--- src/rtl/trng_pkg.sv ---
// trng_pkg: state encoding and default health-test limits shared by the entropy buffer files
package trng_pkg;
  typedef enum logic [1:0] {IDLE = 2'd0, STARTUP = 2'd1, RUN = 2'd2, FAIL = 2'd3} trng_state_t;
  localparam int FIFO_DEPTH_DEF = 16;
  localparam int RCT_CUTOFF_DEF = 32;
  localparam int APT_WINDOW_DEF = 512;
  localparam int APT_CUTOFF_DEF = 410;
  localparam int STARTUP_BITS_DEF = 1024;
endpackage

--- src/rtl/trng_entropy_buffer_if.sv ---
// trng_entropy_buffer_if: control, raw bit stream and read-side signals of the entropy buffer
interface trng_entropy_buffer_if import trng_pkg::*; #(parameter int FIFO_DEPTH = FIFO_DEPTH_DEF);
  logic enable, clear, bit_in, bit_valid, pop;
  logic [31:0] rd_data;
  logic rd_valid;
  logic [$clog2(FIFO_DEPTH):0] level;
  trng_state_t state;
  logic rct_fail, apt_fail;
  logic [15:0] drop_cnt;
  modport master (output enable, clear, bit_in, bit_valid, pop,
                  input rd_data, rd_valid, level, state, rct_fail, apt_fail, drop_cnt);
  modport slave (input enable, clear, bit_in, bit_valid, pop,
                 output rd_data, rd_valid, level, state, rct_fail, apt_fail, drop_cnt);
endinterface

--- src/rtl/trng_word_fifo.sv ---
// trng_word_fifo: first-word-fall-through word queue with flush; level kept as its own counter
module trng_word_fifo #(
  parameter int DEPTH = 16,
  parameter int W = 32
) (
  input  logic S_AXI_ACLK,
  input  logic S_AXI_ARESETN,
  input  logic push,
  input  logic pop,
  input  logic flush,
  input  logic [W-1:0] din,
  output logic [W-1:0] head,
  output logic full,
  output logic empty,
  output logic [$clog2(DEPTH):0] level
);
  localparam int PW = $clog2(DEPTH);
  logic [W-1:0] mem [DEPTH];
  logic [PW-1:0] wr_ptr, rd_ptr;
  logic do_push, do_pop;
  assign empty = level == '0;
  assign full = level == (PW+1)'(DEPTH);
  assign do_pop = pop && !empty;
  // a pop in the same cycle frees the slot, so a push into a full queue still lands
  assign do_push = push && (!full || do_pop);
  assign head = mem[rd_ptr];
  always_ff @(posedge S_AXI_ACLK or negedge S_AXI_ARESETN)
    if (!S_AXI_ARESETN) begin
      wr_ptr <= '0;
      rd_ptr <= '0;
      level <= '0;
    end else if (flush) begin
      wr_ptr <= '0;
      rd_ptr <= '0;
      level <= '0;
    end else begin
      wr_ptr <= wr_ptr + PW'(do_push);
      rd_ptr <= rd_ptr + PW'(do_pop);
      level <= level + (PW+1)'(do_push) - (PW+1)'(do_pop);
    end
  always_ff @(posedge S_AXI_ACLK)
    if (do_push && !flush) mem[wr_ptr] <= din;
endmodule

--- src/rtl/trng_entropy_buffer.sv ---
// trng_entropy_buffer: health-tests raw TRNG bits, packs accepted bits into 32-bit words and
// queues them for the register file; a health failure locks out all output until clear
module trng_entropy_buffer import trng_pkg::*; #(
  parameter int FIFO_DEPTH = FIFO_DEPTH_DEF,
  parameter int RCT_CUTOFF = RCT_CUTOFF_DEF,
  parameter int APT_WINDOW = APT_WINDOW_DEF,
  parameter int APT_CUTOFF = APT_CUTOFF_DEF,
  parameter int STARTUP_BITS = STARTUP_BITS_DEF
) (
  input logic S_AXI_ACLK,
  input logic S_AXI_ARESETN,
  trng_entropy_buffer_if.slave bus
);
  localparam int RW = $clog2(RCT_CUTOFF + 1);
  localparam int AW = $clog2(APT_WINDOW);
  localparam int CW = $clog2(APT_CUTOFF + 1);
  localparam int SW = $clog2(STARTUP_BITS);
  localparam logic [RW-1:0] RCT_LIM = RW'(RCT_CUTOFF);
  localparam logic [CW-1:0] APT_LIM = CW'(APT_CUTOFF);
  localparam logic [SW-1:0] SU_LAST = SW'(STARTUP_BITS - 1);
  trng_state_t st;
  logic [RW-1:0] run, run_nx;
  logic [AW-1:0] win;
  logic [CW-1:0] match, match_nx;
  logic [SW-1:0] scnt;
  logic [4:0] pcnt;
  logic [31:0] shift, word, head;
  logic [15:0] drop_cnt;
  logic [$clog2(FIFO_DEPTH):0] level;
  logic prev, ref_bit, rct_fail, apt_fail;
  logic acc, rct_trip, apt_trip, trip, pk, push, rd_valid, pop_eff, flush, full, empty, drop;
  always_comb begin
    acc = bus.bit_valid && (st == STARTUP || st == RUN);
    run_nx = (run == '0 || bus.bit_in != prev) ? RW'(1) : run + 1'b1;
    match_nx = (win == '0) ? CW'(1) : match + CW'(bus.bit_in == ref_bit);
    rct_trip = acc && run_nx >= RCT_LIM;
    apt_trip = acc && match_nx >= APT_LIM;
    trip = !bus.clear && (rct_trip || apt_trip);
    pk = acc && st == RUN && !trip && !bus.clear;
    push = pk && pcnt == 5'd31;
    word = {shift[30:0], bus.bit_in};
    rd_valid = !empty && st != FAIL;
    pop_eff = bus.pop && rd_valid;
    flush = bus.clear || trip;
    drop = push && full && !pop_eff;
  end
  // test/pack counters are held at zero in IDLE so leaving IDLE always restarts them
  always_ff @(posedge S_AXI_ACLK or negedge S_AXI_ARESETN)
    if (!S_AXI_ARESETN) begin
      st <= IDLE;
      run <= '0;
      win <= '0;
      match <= '0;
      scnt <= '0;
      pcnt <= '0;
      shift <= '0;
      prev <= 1'b0;
      ref_bit <= 1'b0;
      rct_fail <= 1'b0;
      apt_fail <= 1'b0;
      drop_cnt <= '0;
    end else if (bus.clear) begin
      st <= bus.enable ? STARTUP : IDLE;
      run <= '0;
      win <= '0;
      match <= '0;
      scnt <= '0;
      pcnt <= '0;
      rct_fail <= 1'b0;
      apt_fail <= 1'b0;
      drop_cnt <= '0;
    end else begin
      if (drop && drop_cnt != '1) drop_cnt <= drop_cnt + 1'b1;
      if (trip) begin
        st <= FAIL;
        rct_fail <= rct_fail | rct_trip;
        apt_fail <= apt_fail | apt_trip;
      end else if (st == IDLE) st <= bus.enable ? STARTUP : IDLE;
      else if (st != FAIL && !bus.enable) st <= IDLE;
      else if (st == STARTUP && acc && scnt == SU_LAST) st <= RUN;
      if (st == IDLE) begin
        run <= '0;
        win <= '0;
        match <= '0;
        scnt <= '0;
        pcnt <= '0;
      end else if (acc) begin
        prev <= bus.bit_in;
        run <= run_nx;
        win <= win + 1'b1;
        match <= match_nx;
        if (win == '0) ref_bit <= bus.bit_in;
        if (st == STARTUP) scnt <= scnt + 1'b1;
        if (pk) begin
          shift <= word;
          pcnt <= pcnt + 1'b1;
        end
      end
    end
  trng_word_fifo #(.DEPTH(FIFO_DEPTH)) u_fifo (
    .S_AXI_ACLK(S_AXI_ACLK), .S_AXI_ARESETN(S_AXI_ARESETN), .push(push), .pop(pop_eff),
    .flush(flush), .din(word), .head(head), .full(full), .empty(empty), .level(level)
  );
  assign bus.rd_valid = rd_valid;
  assign bus.rd_data = rd_valid ? head : '0;
  assign bus.level = level;
  assign bus.state = st;
  assign bus.rct_fail = rct_fail;
  assign bus.apt_fail = apt_fail;
  assign bus.drop_cnt = drop_cnt;
endmodule

--- src/flat_wrapper.sv ---
// flat-port wrapper written by rule: the top's interface ports become plain ports
module trng_entropy_buffer_flat import trng_pkg::*;
#(
  parameter int FIFO_DEPTH = FIFO_DEPTH_DEF,
  parameter int RCT_CUTOFF = RCT_CUTOFF_DEF,
  parameter int APT_WINDOW = APT_WINDOW_DEF,
  parameter int APT_CUTOFF = APT_CUTOFF_DEF,
  parameter int STARTUP_BITS = STARTUP_BITS_DEF
)
  (S_AXI_ACLK, S_AXI_ARESETN, bus_enable, bus_clear, bus_bit_in, bus_bit_valid, bus_pop, bus_rd_data, bus_rd_valid, bus_level, bus_state, bus_rct_fail, bus_apt_fail, bus_drop_cnt);
  trng_entropy_buffer_if #(.FIFO_DEPTH(FIFO_DEPTH)) bus_i ();
  input logic S_AXI_ACLK;
  input logic S_AXI_ARESETN;
  input wire logic [$bits(bus_i.enable)-1:0] bus_enable;
  input wire logic [$bits(bus_i.clear)-1:0] bus_clear;
  input wire logic [$bits(bus_i.bit_in)-1:0] bus_bit_in;
  input wire logic [$bits(bus_i.bit_valid)-1:0] bus_bit_valid;
  input wire logic [$bits(bus_i.pop)-1:0] bus_pop;
  output wire logic [$bits(bus_i.rd_data)-1:0] bus_rd_data;
  output wire logic [$bits(bus_i.rd_valid)-1:0] bus_rd_valid;
  output wire logic [$bits(bus_i.level)-1:0] bus_level;
  output wire logic [$bits(bus_i.state)-1:0] bus_state;
  output wire logic [$bits(bus_i.rct_fail)-1:0] bus_rct_fail;
  output wire logic [$bits(bus_i.apt_fail)-1:0] bus_apt_fail;
  output wire logic [$bits(bus_i.drop_cnt)-1:0] bus_drop_cnt;
  assign bus_i.enable = bus_enable;
  assign bus_i.clear = bus_clear;
  assign bus_i.bit_in = bus_bit_in;
  assign bus_i.bit_valid = bus_bit_valid;
  assign bus_i.pop = bus_pop;
  assign bus_rd_data = bus_i.rd_data;
  assign bus_rd_valid = bus_i.rd_valid;
  assign bus_level = bus_i.level;
  assign bus_state = bus_i.state;
  assign bus_rct_fail = bus_i.rct_fail;
  assign bus_apt_fail = bus_i.apt_fail;
  assign bus_drop_cnt = bus_i.drop_cnt;
  trng_entropy_buffer #(.FIFO_DEPTH(FIFO_DEPTH), .RCT_CUTOFF(RCT_CUTOFF), .APT_WINDOW(APT_WINDOW), .APT_CUTOFF(APT_CUTOFF), .STARTUP_BITS(STARTUP_BITS)) u_core (.S_AXI_ACLK(S_AXI_ACLK), .S_AXI_ARESETN(S_AXI_ARESETN), .bus(bus_i));
endmodule
--- config.mk ---
export PLATFORM = sky130hd
export DESIGN_NAME = trng_entropy_buffer_flat
export DESIGN_NICKNAME = d
export VERILOG_FILES = /design/src/rtl/trng_pkg.sv /design/src/rtl/trng_entropy_buffer_if.sv /design/src/rtl/trng_word_fifo.sv /design/src/rtl/trng_entropy_buffer.sv /design/src/flat_wrapper.sv
export SDC_FILE = /design/constraint.sdc
export NUM_CORES = 1
export LEC_CHECK = 0
export ABC_AREA = 1
export CAP_MARGIN = 20
export CORE_AREA = 8 8 305 307
export DETAILED_ROUTE_END_ITERATION = 12
export DIE_AREA = 0 0 313 315
export HOLD_SLACK_MARGIN = 0.08
export PLACE_DENSITY = 0.46
export RECOVER_POWER = 100
export SYNTH_ARGS = -nofsm -noshare
export SYNTH_HDL_FRONTEND = slang
export SYNTH_SLANG_ARGS = --single-unit
--- constraint.sdc ---
create_clock -name S_AXI_ACLK -period 3.4 [get_ports S_AXI_ACLK]
set_input_delay 0.51 -clock S_AXI_ACLK [delete_from_list [all_inputs] [get_ports S_AXI_ACLK]]
set_output_delay 0.51 -clock S_AXI_ACLK [all_outputs]
set_load 0.005 [all_outputs]
## Word-level counts from Yosys, hierarchy flattened

Memories as Yosys holds them, arrays and structs flattened.
Index checks and enable logic that the tools add are counted.

| word-level totals | value |
|---|---|
| bits in registers | 105 |
| memory bits (writable) | 512 |
| output and inout port bits | 58 |
| logic and storage cells | 124 |
| memories | 1 |

Memory list:

| name | words | width | read ports | clocked after Yosys merged registers in | write ports | line | RTL |
|---|---|---|---|---|---|---|---|
| u_core.u_fifo.mem | 16 | 32 | 1 | 0 | 1 | trng_word_fifo.sv:18 | `logic [W-1:0] mem [DEPTH];` |

| operators by class | value |
|---|---|
| $add $sub $neg | 10 |
| order comparisons | 2 |
| equality and inequality tests | 9 |
| multiplexer cells | 37 |
| bitwise operators | 4 |
| reductions and logical operators | 46 |

Operator list:

| cell | count |
|---|---|
| $mux W9 | 7 |
| $mux W10 | 4 |
| $mux W16 | 2 |
| $mux W32 | 1 |
| $mux W5 | 5 |
| $mux W6 | 4 |
| $logic_and A1 B1 Y1 | 19 |
| $add A16 B1 Y16 const B | 1 |
| $ne A16 B16 Y1 const B | 1 |
| $add A10 B1 Y10 const B | 1 |
| $eq A10 B10 Y1 const B | 1 |
| $eq A5 B5 Y1 const B | 2 |
| $mux W2 | 5 |
| $add A9 B1 Y9 | 1 |
| $add A9 B1 Y9 const B | 1 |
| $ge A9 B9 Y1 const B | 1 |
| $logic_not A9 Y1 | 1 |
| $reduce_bool A3 Y1 | 3 |
| $add A4 B1 Y4 | 2 |
| $mux W4 | 2 |
| $reduce_and A4 Y1 | 2 |
| $logic_not A1 Y1 | 7 |
| $mux W1 | 7 |
| $add A6 B1 Y6 const B | 1 |
| 19 further kinds | 27 |

## Logic depth before layout (Yosys ltp)

Gate-level depths: netlist of run 1.

| logic depth | value |
|---|---|
| depth after elaboration | 16 |
| mapped depth | 26 |

## Modules after synthesis

Synthesis of run 1 repeated with hierarchy kept, for this count alone.

| unflattened totals | value |
|---|---|
| cells, all modules | 2867 |
| area, all modules | 28000.6 um^2 |

Modules (own cells, without submodules):

| module | times used | cells each | area each (um^2) | seq. area each (um^2) |
|---|---|---|---|---|
| trng_word_fifo | 1 | 2192 | 22885.7 | 15700.1 |
| trng_entropy_buffer | 1 | 675 | 5114.9 | 2302.2 |

## Worst setup path before layout of run 1

Ideal clock, no wire load.

| path | value |
|---|---|
| path type | input-to-reg |
| start | in bus_bit_in |
| end | mem u_core.u_fifo.mem[10][0] (enable) |
| library setup time | 421 ps |
| data arrival time | 3402 ps |
| slack | -423 ps |
| stages | 16 |
| path buffers | 1 |
| cell sequence | xnor2_1 > ha_1 > ha_1 > nand2_1 > inv_2 > nor2_1 > o21ai_0 > nor2_1 > nand2_1 > nand2_1 > nand2_2 > nand4_4 > nor2_4 > buf_6 > nand4_4 > nor2_1 |

| between the ends | value |
|---|---|
| cells in the longest elaborated chain, start to end | 15 |

Ends and longest elaborated chain:

| what | line | RTL |
|---|---|---|
| start: declaration | flat_wrapper.sv:16 | `input wire logic [$bits(bus_i.bit_in)-1:0] bus_bit_in;` |
| $eq A1 B1 Y1 / $ne A1 B1 Y1 (equally long branches) | trng_entropy_buffer.sv:35, trng_entropy_buffer.sv:34 |  |
| $add A9 B1 Y9 / $logic_or A1 B1 Y1 (equally long branches) | trng_entropy_buffer.sv:35, trng_entropy_buffer.sv:34 |  |
| $mux W9 / $mux W6 (equally long branches) | trng_entropy_buffer.sv:35, trng_entropy_buffer.sv:34 |  |
| $ge A9 B9 Y1 / $ge A6 B6 Y1 (equally long branches) | trng_entropy_buffer.sv:37, trng_entropy_buffer.sv:36 |  |
| $logic_and A1 B1 Y1 (on tied branches) | trng_entropy_buffer.sv:37, trng_entropy_buffer.sv:36 |  |
| $logic_or A1 B1 Y1 (*) | trng_entropy_buffer.sv:38 | `trip = !bus.clear && (rct_trip \|\| apt_trip);` |
| $logic_and A1 B1 Y1 (*) | trng_entropy_buffer.sv:38 |  |
| $logic_not A1 Y1 | trng_entropy_buffer.sv:39 | `pk = acc && st == RUN && !trip && !bus.clear;` |
| $logic_and A1 B1 Y1 (2 in a row) | trng_entropy_buffer.sv:39 |  |
| $logic_and A1 B1 Y1 | trng_entropy_buffer.sv:40 | `push = pk && pcnt == 5'd31;` |
| $logic_and A1 B1 Y1 | trng_word_fifo.sv:25 | `assign do_push = push && (!full \|\| do_pop);` |
| $logic_and A1 B1 Y1 (*) | trng_word_fifo.sv:42 | `if (do_push && !flush) mem[wr_ptr] <= din;` |
| $mux W1 (*) | trng_word_fifo.sv:42 |  |
| $mux W1 (implied by the code) (*) | trng_word_fifo.sv:42 |  |
| end: declaration | trng_word_fifo.sv:18 |  |

Mark *: on every way between the ends. The rest lies on a longest branch, timed or not.

## Worst setup path after layout of run 1

| path | value |
|---|---|
| start | reg u_core.ref_bit |
| end | reg u_core.u_fifo.level[4] |

| between the ends | value |
|---|---|
| cells in the longest elaborated chain, start to end | 15 |

Ends and longest elaborated chain:

| what | line | RTL |
|---|---|---|
| start: declaration | trng_entropy_buffer.sv:30 | `logic prev, ref_bit, rct_fail, apt_fail;` |
| start signal: assignment | trng_entropy_buffer.sv:92 | `if (win == '0) ref_bit <= bus.bit_in;` |
| $eq A1 B1 Y1 (*) | trng_entropy_buffer.sv:35 | `match_nx = (win == '0) ? CW'(1) : match + CW'(bus.bit_in == ref_bit);` |
| $add A9 B1 Y9 (*) | trng_entropy_buffer.sv:35 |  |
| $mux W9 (*) | trng_entropy_buffer.sv:35 |  |
| $ge A9 B9 Y1 (*) | trng_entropy_buffer.sv:37 | `apt_trip = acc && match_nx >= APT_LIM;` |
| $logic_and A1 B1 Y1 (*) | trng_entropy_buffer.sv:37 |  |
| $logic_or A1 B1 Y1 (*) | trng_entropy_buffer.sv:38 |  |
| $logic_and A1 B1 Y1 (*) | trng_entropy_buffer.sv:38 |  |
| $logic_not A1 Y1 | trng_entropy_buffer.sv:39 |  |
| $logic_and A1 B1 Y1 (2 in a row) | trng_entropy_buffer.sv:39 |  |
| $logic_and A1 B1 Y1 | trng_entropy_buffer.sv:40 |  |
| $logic_and A1 B1 Y1 | trng_word_fifo.sv:25 |  |
| $add A5 B1 Y5 | trng_word_fifo.sv:39 | `level <= level + (PW+1)'(do_push) - (PW+1)'(do_pop);` |
| $sub A5 B1 Y5 | trng_word_fifo.sv:39 |  |
| $mux W5 (*) | trng_word_fifo.sv:32 | `end else if (flush) begin` |
| end signal: assignment | trng_word_fifo.sv:39 |  |
| end: declaration | trng_word_fifo.sv:15 | `output logic [$clog2(DEPTH):0] level` |

Marks and branches as above.
A chain may end at the register's enable or synchronous reset.

==> results of run 1 <==
[layout make-up]
cell class / instances / area (um^2) / area share, %
Tap cell: 1165 / 1460 / 4.62
Inverter: 225 / 851 / 2.69
Antenna cell: 1 / 2.50 / 0.00792
Multi-Input combinational cell: 1181 / 7120 / 22.5
Timing Repair Buffer: 160 / 1980 / 6.27
Clock inverter: 37 / 313 / 0.991
Sequential cell: 617 / 18000 / 57.0
Clock buffer: 86 / 1840 / 5.84
[worst reg2reg max path, delay by kind of cell (launching register included)]
| family | cells | cell delay [ns] |
|---|---|---|
| compound gates | 1 | 0.12 |
| flops | 1 | 0.40 |
| fa+ha+maj | 5 | 1.15 |
| simple gates | 14 | 1.11 |
| xor+xnor | 2 | 0.29 |
| buf+inv | 3 | 0.16 |
[Yosys cell counts, types with 2 or more instances]
cell / number / share of area (%)
a21oi_1: 147 / 2.8
a31oi_1: 32 / 0.77
and3_1: 2 / 0.048
buf_1: 15 / 0.22
buf_2: 25 / 0.48
buf_4: 12 / 0.34
buf_6: 4 / 0.17
clkbuf_1: 58 / 0.83
clkbuf_4: 2 / 0.057
clkinv_1: 2 / 0.029
dfrtp_1: 105 / 10
edfxtp_1: 512 / 59
ha_1: 24 / 1.1
inv_1: 213 / 3.1
inv_2: 10 / 0.14
mux2i_1: 128 / 4.9
nand2_1: 281 / 4.0
nand2_2: 4 / 0.096
nand2_4: 2 / 0.086
nand3_1: 83 / 1.6
nand4_1: 22 / 0.53
nand4_4: 4 / 0.33
nor2_1: 66 / 0.95
nor2_4: 3 / 0.13
nor3_1: 17 / 0.33
nor3_2: 4 / 0.15
nor4_1: 3 / 0.072
o211ai_1: 33 / 0.95
o21ai_0: 264 / 5.1
o21ai_1: 21 / 0.40
o22ai_1: 7 / 0.17
xnor2_1: 9 / 0.30
xor2_1: 18 / 0.60
[registers in the layout, indices dropped and copies added (netlist names), 2 cells and up]
signal / count
u_core.u_fifo.level: 5
u_core.win: 9
u_core.shift: 31
u_core.u_fifo.wr_ptr: 4
u_core.bus.drop_cnt: 16
u_core.scnt: 10
u_core.match: 9
u_core.run: 6
u_core.pcnt: 5
u_core.bus.state: 2
u_core.u_fifo.mem: 512
u_core.u_fifo.rd_ptr: 4
[where the power goes]
| group | leakage (nW) | total (mW) | internal (mW) | switching, mW |
|---|---|---|---|---|
| clock network | 1.03 | 7.13 | 4.16 | 2.97 |
| logic | 4.00 | 4.67 | 1.96 | 2.71 |
| registers | 6.85 | 8.31 | 8.20 | 0.109 |
[worst paths after layout]
| kind | startpoint | to | slack [ns] | cells past startpoint |
|---|---|---|---|---|
| worst min-delay path | u_core.win[8] | u_core.win[8] | 0.48 | 1 |
| worst min register to register | u_core.win[8] | u_core.win[8] | 0.48 | 1 |
| worst max-delay path | u_core.ref_bit | u_core.u_fifo.level[4] | 0.07 | 25 |
| max in group asynchronous | S_AXI_ARESETN | u_core.u_fifo.rd_ptr[1] | 2.08 | 3 |
| min in group asynchronous | S_AXI_ARESETN | u_core.bus.drop_cnt[0] | 0.50 | 2 |
| worst max register to register | u_core.ref_bit | u_core.u_fifo.level[4] | 0.07 | 25 |
[cell usage in the layout (no fill, tap or decap), types with 21 or more instances in the layout]
| cell | Yosys | final |
|---|---|---|
| inv_1 | 213 | 209 |
| dfrtp_1 | 105 | 101 |
| nor2_1 | 66 | 51 |
| clkinv_1 | 2 | 21 |
| a21oi_1 | 147 | 146 |
| dlygate4sd2_1 | 0 | 29 |
| buf_4 | 12 | 45 |
| mux2i_1 | 128 | 128 |
| o211ai_1 | 33 | 33 |
| edfxtp_1 | 512 | 512 |
| nand2_1 | 281 | 278 |
| o21ai_1 | 21 | 38 |
| buf_12 | 0 | 43 |
| nand3_1 | 83 | 83 |
| clkdlybuf4s50_1 | 0 | 30 |
| clkbuf_16 | 0 | 71 |
| nand4_1 | 22 | 22 |
| o21ai_0 | 264 | 246 |
[cells by family (layout without fill, tap and decap cells)]
group | count (synthesis) | after routing | share of synthesized area [%]
flops | 617 | 617 | 68.9
compound gates | 508 | 508 | 10.3
simple gates | 493 | 493 | 8.41
buf+inv | 341 | 508 | 5.34
mux | 128 | 128 | 4.91
xor+xnor | 27 | 27 | 0.905
fa+ha+maj | 25 | 25 | 1.23
other cells | 0 | 1 | 0
[per-layer routing]
metal	part of all wire [%]	GRT usage, %
met1	49	19.3
met3	4.3	2.21
met2	46	21.3
met4	1.2	2.72
met5	0	0
[repair_timing]
action | CTS | global route
buffers inserted | 6 | 2
pin swaps | 9 | 12
endpoints found under the setup margin | 33 | 72
hold buffers | 1 | 0
endpoints found under the hold margin | 53 | 0
gates cloned | 3 | 0
resized for setup | 80 | 20
==> results.toml, run 1 <==
[run_status]
status = "finished, final reports clean"

[final_layout]
final_cell_area_um2 = 31600
final_cells = 3472
final_util_pct = 35.9
layout-drive-gt1-share_pct = 11.6
syn_to_final_growth_pct = 20.9
n_fill_cell = 8498
fin_nets = 2284

[placed_design]
dp.cells = 3337
post_dp_cell_area_um2 = 29000
finalWeightedCongestion = 0.766
dp_hpwl_um = 39900
place_ws_ns = -0.620
portBuffers = 64

[min_path]
hold_path.class = "reg -> reg"

[sta]
hold_viol = 0
worst_hold_slack_ns = 0.480
fin_skew_ns = 0.0254
finalCriticalPeriod_ns = 3.33
max-slew-margin-rel_pct = 42.3
rsz0062_at_grt = "true"
tns_ns = 0
fin_ws_ns = 0.0700
min_period_over_period_pct = 97.9
maxSlewViolCount = 0
tightest_slew_ns = 0.865
fmax_mhz = 300
finalSetupViolCount = 0

[grt]
grt_max_degree = 63
grt_pass1_vias = 16767
grt_pass1_wl_um = 103000
overflow = 0
grt_usage_pct = 13.4
antenna_found_initial = 0

[logic_synthesis]
syn_area_per_cell_um2 = 12.2
ys_seq_area_share_pct = 68.9
syn_area_um2 = 26100
syn-num-nets = 2171
synth_cells = 2139
ys.flop_type = "edfxtp_1"
ys_ff_latch = 617
synthArstFlopShare_pct = 17.0
synth_edf_count = 512
yosysWarnings = 0
ys_types = 40

[critical_path]
path_delay_family = "adder cells"
path_max_fanout = 5
cp.arrival_ns = 3.80
path_class = "reg -> reg"
endpoint_kind = "flip-flop"
slowest_delay_ns = 0.40
crit_required_ns = 3.87
slowest_stage = "dfrtp_1"
cp_common_cell = "nor2_1"
cp-start-kind = "flip-flop"
critPathBufInv = 3

[clocking]
insertion_delay_ns = 0.59
cts_buffer_depth = 3
root_buffer = "clkbuf_16"
numClockSinks = 617
htreeDepth = 3
numCtsBuffers = 67
cts.clk_slew.worst_paths_ns = 0.06
cts_tree = "built"

[die]
io_pins = 65
core_um2 = 88000
start_util_pct = 29.7
die_area_um2 = 98600
die_h_um = 315
chipWidth_um = 313
num_rows = 109

[routing]
final_antenna_net_count = 0
drt_pre_antenna_iters = 5
post-route-drc-count = 0
vias = 16405
routed_wl_um = 66900
viasPerCell = 4.72
drt_iter0_drc = 1021
wl_per_cell_um = 19.3

[run]
cap_viol_max_count = 0

[pwr]
finalPower_mw = 20.1
peakVddDrop_mv = 0.339
pwr_density_cell_nw_per_um2 = 637
power.leakage_nw = 11.9
Note: power is estimated with default switching activity, not from simulation.
==> inputs of run 2 (changes only) <==
--- a/config.mk
+++ b/config.mk
@@ -6,7 +6,7 @@
 export NUM_CORES = 1
 export LEC_CHECK = 0
 export ABC_AREA = 1
-export CAP_MARGIN = 20
+export CAP_MARGIN = 25
 export CORE_AREA = 8 8 305 307
 export DETAILED_ROUTE_END_ITERATION = 12
 export DIE_AREA = 0 0 313 315
==> results of run 2 <==
The final DEF is identical to that of run 1; final timing and power are the same.
==> inputs of run 3 (changes only) <==
--- a/config.mk
+++ b/config.mk
@@ -11,7 +11,7 @@
 export DETAILED_ROUTE_END_ITERATION = 12
 export DIE_AREA = 0 0 313 315
 export HOLD_SLACK_MARGIN = 0.08
-export PLACE_DENSITY = 0.46
+export PLACE_DENSITY = 0.44
 export RECOVER_POWER = 100
 export SYNTH_ARGS = -nofsm -noshare
 export SYNTH_HDL_FRONTEND = slang
==> constraint.sdc (replaced) <==
create_clock -name S_AXI_ACLK -period 3.63 [get_ports S_AXI_ACLK]
set_input_delay 0.5445 -clock S_AXI_ACLK [delete_from_list [all_inputs] [get_ports S_AXI_ACLK]]
set_output_delay 0.5445 -clock S_AXI_ACLK [all_outputs]
set_load 0.005 [all_outputs]
==> run 3 against run 2 <==
Net effect:
- clock skew fell by 0.0045 ns
- final cell count increased by 0.52%
- register-to-register slack better by 0.05 ns
- combinational power decreased by 4.5%
- largest power group unchanged
==> results.toml, run 3 (same netlist as run 1, synthesis figures left out) <==
[clocking]
insertion_delay_ns = 0.60
root_buffer = "clkbuf_16"
cts_buffer_depth = 3
numCtsBuffers = 69
htreeDepth = 3
cts.clk_slew.worst_paths_ns = 0.06
cts_tree = "built"
numClockSinks = 617

[grt]
antenna_found_initial = 3
grt_usage_pct = 14.0
grt_max_degree = 59
grt_pass1_vias = 16556
grt_pass1_wl_um = 106000
overflow = 0

[critical_path]
crit_required_ns = 3.09
path_delay_family = "buffers and inverters"
cp.arrival_ns = 3.03
cp_cell_sequence = "buf_4 > buf_4 > mux2i_1 > o21ai_0 > o21ai_0 > nand2_1 > nand2_1 > a31oi_2 > clkdlybuf4s50_1"
path_class = "reg -> out"
path_max_fanout = 14
cp-start-kind = "flip-flop"
endpoint_kind = "output pin"
slowest_stage = "clkdlybuf4s50_1"
slowest_delay_ns = 0.57
critPathBufInv = 3

[routing]
wl_met2_um = 32600
drt_iter0_drc = 1216
wl_met3_um = 3200
wl_met1_um = 34000
routed.top_layer = "met4"
vias = 16607
drt_pre_antenna_iters = 5
final_antenna_net_count = 0
wl_per_cell_um = 20.4
routed_wl_um = 71100
post-route-drc-count = 0
viasPerCell = 4.76

[sta]
finalSetupViolCount = 0
tightest_slew_ns = 1.45
fin_skew_ns = 0.0209
min_period_over_period_pct = 98.5
rsz0062_at_grt = "true"
fmax_mhz = 280
finalCriticalPeriod_ns = 3.58
hold_viol = 0
worst_hold_slack_ns = 0.482
maxSlewViolCount = 0
tns_ns = 0
max-slew-margin-rel_pct = 3.21

[placed_design]
dp_hpwl_um = 42100
post_dp_cell_area_um2 = 29100
finalWeightedCongestion = 0.791
portBuffers = 64

[final_layout]
layout-drive-gt1-share_pct = 12.2
final_common_cell = "edfxtp_1"
diodes = 0
layout_common_cells = "512 x edfxtp_1, 279 x nand2_1, 251 x o21ai_0"
largest_reg_flops = 512
fin_nets = 2310
syn_to_final_growth_pct = 21.4
top_regs = "u_core.u_fifo.mem: 512 flops, u_core.shift: 31 flops, u_core.bus.drop_cnt: 16 flops"
n_fill_cell = 8548
final_util_pct = 36.0
largest_register = "u_core.u_fifo.mem"
final_cell_area_um2 = 31700

[die]
core_um2 = 88000
num_rows = 109
die_area_um2 = 98600
die_h_um = 315
start_util_pct = 29.7
io_pins = 65
chipWidth_um = 313

[run_status]
status = "finished, final reports clean"

[run]
cap_viol_max_count = 0

[min_path]
hold_path.class = "reg -> reg"

[pwr]
peakVddDrop_mv = 0.322
pwr_density_cell_nw_per_um2 = 599
power.leakage_nw = 12.2
==> run 3: changes by cell type in the layout (fill, tap and decap cells not counted), sizes merged, moves of 2 or more <==
cell           change
buf               +19
bufbuf             -2
clkdlybuf4s50     -16
dlygate4sd2       -23
clkinv             -9
dlygate4sd3       +22
clkinvlp           -4
clkbuf            +19
bufinv             -2
dlymetal6s2s      +17
==> run 3: per-stage QoR <==
step           instances  setup WS [ns]  power [mW]
5_1_grt             3490        -0.0986        19.9
6_report            3490         0.0548        19.0
3_5_place_dp        3351         -0.537        12.1
3_3_place_gp        3351         -0.513        12.1
4_1_cts             3481        -0.0211        19.1
2_1_floorplan       2139         -0.228        10.4
==> run 3: cell type report <==
class	instances	area [um^2]	area share, %
Sequential cell	617	18000	56.8
Multi-Input combinational cell	1181	7000	22.1
Timing Repair Buffer	184	2230	7.04
Clock buffer	96	1970	6.22
Tap cell	1165	1460	4.60
Inverter	225	848	2.68
Clock inverter	22	188	0.592
==> run 3: worst register-to-register path, delay by kind of cell, from the launching register on <==
family                   cells  cell delay, ns
AND/OR/NAND/NOR             13            1.14
adder cells (fa/ha/maj)      5            1.19
flip-flops                   1            0.40
XOR/XNOR                     2            0.29
buffers and inverters        4            0.25
AO/OA/AOI/OAI                1            0.09
==> run 3: path summary, 6_finish.rpt <==
path	start	end	slack (ns)	depth (start not counted)
worst min register to register	u_core.win[8]	u_core.win[8]	0.48	1
worst min-delay path	u_core.win[8]	u_core.win[8]	0.48	1
worst max register to register	u_core.ref_bit	u_core.u_fifo.level[4]	0.12	25
min in group asynchronous	S_AXI_ARESETN	u_core.u_fifo.level[3]	0.83	2
worst max-delay path	u_core.u_fifo.rd_ptr[0]	bus_rd_data[30]	0.05	9
max in group asynchronous	S_AXI_ARESETN	u_core.bus.drop_cnt[6]	0.89	3
==> run 3: report_power, final <==
| part | switching [mW] | internal (mW) |
|---|---|---|
| logic | 2.53 | 1.94 |
| registers | 0.118 | 7.69 |
| clock network | 2.80 | 3.94 |
| total | 5.45 | 13.6 |
==> run 3: routing by layer <==
metal,up-vias,track usage [%]
met2,341,22.2
met4,0,3.69
li1,7884,-
met5,-,0
met1,8296,19.8
met3,86,2.19
==> run 3: repair_timing <==
item                                    CTS  global route
hold endpoints to repair                 51             0
resized for setup                        28            50
hold buffers                              1             0
pin swaps                                 2             3
gates cloned                              1             3
setup buffers                            10             6
endpoints found under the setup margin   31            25
